[src/rtl/seq_mul8.sv]
// -----------------------------------------------------------------------------
// seq_mul8 -- sequential 8x8 unsigned shift-and-add multiplier.
//
// One operand pair is accepted per start pulse. Eight RUN cycles each add the
// multiplicand (or zero) into the high half of the product through the 8-bit
// carry-select adder, then shift {carry, sum, Q} right by one. The 16-bit
// product is registered on the DONE-entry edge and held until the next result.
//
// Ports
//   clk    in   1   rising-edge clock
//   rst    in   1   asynchronous, active-high reset
//   start  in   1   request; sampled only in IDLE or DONE
//   x      in   8   multiplicand, latched on an accepted start
//   y      in   8   multiplier, latched on an accepted start
//   busy   out  1   high while in RUN
//   done   out  1   one-cycle pulse; z is new in that cycle
//   z      out 16   registered product
// -----------------------------------------------------------------------------

// -----------------------------------------------------------------------------
// cse_add8 -- 8-bit carry-select adder.
// The low nibble ripples; the high nibble is computed for both possible
// incoming carries and the low-nibble carry selects the right one.
//
// Ports
//   i_a, i_b  in   8   addends
//   i_ci      in   1   carry in
//   o_s       out  8   sum
//   o_co      out  1   carry out
// -----------------------------------------------------------------------------
module cse_add8 (
   input  logic [7:0] i_a,
   input  logic [7:0] i_b,
   input  logic       i_ci,
   output logic [7:0] o_s,
   output logic       o_co
);

   logic [4:0] w_lo;
   logic [4:0] w_hi0;
   logic [4:0] w_hi1;

   assign w_lo  = {1'b0, i_a[3:0]} + {1'b0, i_b[3:0]} + {4'b0000, i_ci};
   assign w_hi0 = {1'b0, i_a[7:4]} + {1'b0, i_b[7:4]};
   assign w_hi1 = {1'b0, i_a[7:4]} + {1'b0, i_b[7:4]} + 5'd1;

   assign o_s  = {(w_lo[4] ? w_hi1[3:0] : w_hi0[3:0]), w_lo[3:0]};
   assign o_co = w_lo[4] ? w_hi1[4] : w_hi0[4];

endmodule

module seq_mul8 (
   input  logic        clk,
   input  logic        rst,
   input  logic        start,
   input  logic [7:0]  x,
   input  logic [7:0]  y,
   output logic        busy,
   output logic        done,
   output logic [15:0] z
);

   typedef enum logic [1:0] {
      S_IDLE = 2'd0,
      S_RUN  = 2'd1,
      S_DONE = 2'd2
   } state_t;

   state_t      r_state;
   logic [7:0]  r_m;     // latched multiplicand
   logic [7:0]  r_a;     // accumulator, product high half
   logic [7:0]  r_q;     // multiplier, becomes product low half
   logic [2:0]  r_cnt;   // step counter, 0..7
   logic [15:0] r_z;     // result register

   logic [7:0]  w_addend;
   logic [7:0]  w_s;
   logic        w_c;
   logic [15:0] w_next_aq;

   // Add M only when the current multiplier LSB is set.
   assign w_addend = r_q[0] ? r_m : 8'h00;

   cse_add8 u_add (
      .i_a  (r_a),
      .i_b  (w_addend),
      .i_ci (1'b0),
      .o_s  (w_s),
      .o_co (w_c)
   );

   // {c, s, Q} shifted right by one: the adder carry lands in A[7], so no
   // bit of the partial product is ever lost.
   assign w_next_aq = {w_c, w_s, r_q[7:1]};

   // NOTE: all state is updated with non-blocking assignments so every
   // register samples the pre-edge values, matching the hardware it models.
   always_ff @(posedge clk or posedge rst) begin
      if (rst) begin
         r_state <= S_IDLE;
         r_m     <= 8'h00;
         r_a     <= 8'h00;
         r_q     <= 8'h00;
         r_cnt   <= 3'd0;
         r_z     <= 16'h0000;
      end else begin
         case (r_state)
            S_IDLE: begin
               if (start) begin
                  r_m     <= x;
                  r_q     <= y;
                  r_a     <= 8'h00;
                  r_cnt   <= 3'd0;
                  r_state <= S_RUN;
               end
            end

            S_RUN: begin
               {r_a, r_q} <= w_next_aq;
               r_cnt      <= r_cnt + 3'd1;
               // The eighth step still executes; its result is the product.
               if (r_cnt == 3'd7) begin
                  r_z     <= w_next_aq;
                  r_state <= S_DONE;
               end
            end

            S_DONE: begin
               if (start) begin
                  r_m     <= x;
                  r_q     <= y;
                  r_a     <= 8'h00;
                  r_cnt   <= 3'd0;
                  r_state <= S_RUN;
               end else begin
                  r_state <= S_IDLE;
               end
            end

            default: r_state <= S_IDLE;
         endcase
      end
   end

   // Moore outputs decoded straight from the state register.
   assign busy = (r_state == S_RUN);
   assign done = (r_state == S_DONE);
   assign z    = r_z;

endmodule

[config.mk]
export PLATFORM = sky130hd
export DESIGN_NAME = seq_mul8
export DESIGN_NICKNAME = d
export VERILOG_FILES = /design/src/rtl/seq_mul8.sv
export SDC_FILE = /design/constraint.sdc
export NUM_CORES = 1
export LEC_CHECK = 0
export BUFFER_PORTS_ARGS = -buffer_cell sky130_fd_sc_hd__buf_4
export CORE_ASPECT_RATIO = 1.4
export CORE_MARGIN = 2
export CORE_UTILIZATION = 35
export DETAILED_ROUTE_END_ITERATION = 8
export HOLD_SLACK_MARGIN = 0.03
export SLEW_MARGIN = 10
export SYNTH_ARGS = -nofsm -noshare
export SYNTH_HDL_FRONTEND = slang
export SYNTH_SLANG_ARGS = --single-unit
[constraint.sdc]
create_clock -name clk -period 3 [get_ports clk]
set_input_delay 0.3 -clock clk [delete_from_list [all_inputs] [get_ports clk]]
set_output_delay 0.3 -clock clk [all_outputs]
set_load 0.01 [all_outputs]
==> flow_summary.yaml <==
clock_tree:
  numClockSinks: 45
  cts_tree: "done"
  cts_buffer_depth: 2
  cts_hold_buffers: 0
  clk_pin_slew_ns: 0.09
  clock_latency_ns: 0.30
  numCtsBuffers: 5
  cts_setup_buffers: 0
  cts.repair.resized: 0
  htreeDepth: 2
  cts_root_buf: "clkbuf_8"
logic_synthesis:
  avgSynthCellArea_um2: 11.7
  yosys.area_share.simple_pct: 10.2
  yosysMostFrequentCell: "dfrtp_1"
  synth_edf_count: 0
  async_flop_share_pct: 100
  netlist.top_cell.by_area: "dfrtp_1"
  ys.flop_type: "dfrtp_1"
  synthTopCellsByArea: "dfrtp_1 50%, mux2_2 9.6%, ha_1 6.2%"
  synthTopCellsByCount: "45 x dfrtp_1, 19 x mux2_2, 17 x nand2_1"
  synth_compound_area_share_pct: 12.8
  syn_nets: 222
  ys_ff_latch: 45
  netlist_area_um2: 2230
  synthCells: 190
  synth_top_family_by_area: "multiplexers"
  synth_cell_type_count: 37
  synth_xor_area_share_pct: 1.96
  synthMuxAreaShare_pct: 13.6
  seq_area_frac_synth_pct: 50.4
  yosys.area.top_type_share_pct: 50.4
  yosys_warnings: 0
  synthAdderAreaFrac_pct: 7.96
placement:
  place_hpwl_um: 3280
  portBuffers: 36
  gp_congestion: 0.846
  placed_area_um2: 2610
critical_path:
  start_kind: "register"
  end_kind: "register"
  cp_max_fo: 9
  path_buf_inv: 1
  crit_family: "adder cells"
  cp_cell_sequence: "and2_1, ha_1, fa_1, ha_1, inv_1, a2111oi_4, or4b_1, nand3_1"
  worst-r2r-cell-count: 8
  crit_path_frequent_cell: "ha_1"
  path_class: "register to register"
  worstPathRequired_ns: 3.24
  critPathSlowestCell: "fa_1"
  cp.depth: 8
  critPathMaxStageDelay_ns: 0.54
  cp_data_arrival_time_ns: 2.85
finish:
  syn2layout_area_growth_pct: 22.0
  antenna-diode-count: 0
  layout-drive-gt1-share_pct: 31.0
  nets: 263
  final_area_um2: 2720
sta:
  tightestPinTransition_ns: 0.944
  skew_ns: 0.00786
  period_needed_ns: 2.60
  fin_crit_sh_pct: 86.8
  rsz0062_at_grt: "false"
  holdWs_ns: 0.209
  fmaxAchievable_mhz: 384
  relSlewSlack_pct: 37.0
  setup_violations: 0
  setup-tns-final_ns: 0
  hold_violations: 0
  slew_violations: 0
route:
  first_pass_iters: 4
  wire_per_inst_um: 15.1
  vias: 1555
  initialDrtViolationCount: 48
  ant_nets: 0
  drc: 0
  vias_per_cell: 5.12
  drt_wl_total_um: 4590
run_status:
  status: "finished clean"
grt:
  grt_pass1_vias: 1580
  grt_use_total_pct: 14.2
  antenna_found_initial: 0
  grt_start_max_net_pins: 46
  grt_pass1_wl_um: 7820
  grt_overflow: 0
floorplan:
  fp.coreArea_um2: 6210
  rows: 34
  fp.dieH_um: 98.5
  die_w_um: 71.5
  start_util_pct: 35.9
  fp.dieArea_um2: 7040
  io_pins: 37
flow_run:
  drv_cap: 0
power_and_ir_drop:
  irDropWorstVdd_v: 0.000412
  power_density_nw_per_um2: 1110
  power.leakage_nw: 1.31
worst_hold_path:
  hold_path.class: "input port to asynchronous set/reset pin"
## per-layer routing
metal	GRT usage [%]	share of wire [%]	vias up
li1	-	-	759
met1	18.3	46	762
met2	23.0	49	28
met3	3.37	4.0	6
met4	5.22	1.6	0
met5	0	0	-
## through the flow
stage	setup WS, ns	util [%]	power [mW]	instances
after global placement	0.500	42.0	2.53	296
after detailed placement	0.427	42.0	2.57	296
after floorplan	0.647	-	2.07	190
after CTS	0.404	43.8	3.07	304
final	0.396	43.8	3.02	304
after global routing	0.240	43.8	3.27	304
## sequential cells by signal, indices dropped and copies added, names as in the netlist
| register | count |
|---|---|
| z | 16 |
| r_a | 8 |
| r_state | 2 |
| r_cnt | 3 |
| r_m | 8 |
| r_q | 8 |
## path summary, 6_finish.rpt
path / from / endpoint / slack [ns]
hold / removal: rst / z[0] / 0.21
setup / recovery: r_q[0] / r_a[7] / 0.40
hold reg to reg: r_a[6] / r_a[6] / 0.49
min in group clk: x[3] / r_m[3] / 0.22
setup reg to reg: r_q[0] / r_a[7] / 0.40
max in group asynchronous: rst / r_cnt[1] / 2.19
## layout make-up
cell class	count	area, um2
Clock buffer	7	86.3
Clock inverter	1	30.0
Fill cell	595	3490
Inverter	8	30.0
Multi-Input combinational cell	130	1040
Sequential cell	45	1130
Tap cell	72	90.1
Timing Repair Buffer	41	320
## cells by family after synthesis
logic type / after synthesis
xor gates and xnor gates: 5
buffers and inverters: 15
and+or+nand+nor: 44
DFF: 45
adders and majority gates: 13
muxes: 28
AOI/OAI and AO/OA: 40
## cells in the final DEF (no fill, tap or decap), types with 5 or more instances in the layout
master and count:
dfrtp_1 45, buf_4 40, mux2_2 19, nand2_1 17, o21ai_0 13, ha_1 11, mux2i_1 9, and2_1 7
a21oi_1 6, inv_1 6, nand3_1 6, clkbuf_8 6, a22o_1 5
## power breakdown
group          internal, mW  leakage [nW]  switching, mW
Sequential            0.904         0.553          0.188
Combinational         0.713         0.698          0.730
Clock                 0.272        0.0585          0.215
Total                  1.89          1.31           1.13
## worst reg2reg max path, cell delays in order (launching register included)
cell and delay (ns):
dfrtp_1 0.47, and2_1 0.18, ha_1 0.20, fa_1 0.54
ha_1 0.18, inv_1 0.06, a2111oi_4 0.34, or4b_1 0.48
nand3_1 0.09
Power figures use the tool's default switching activity.
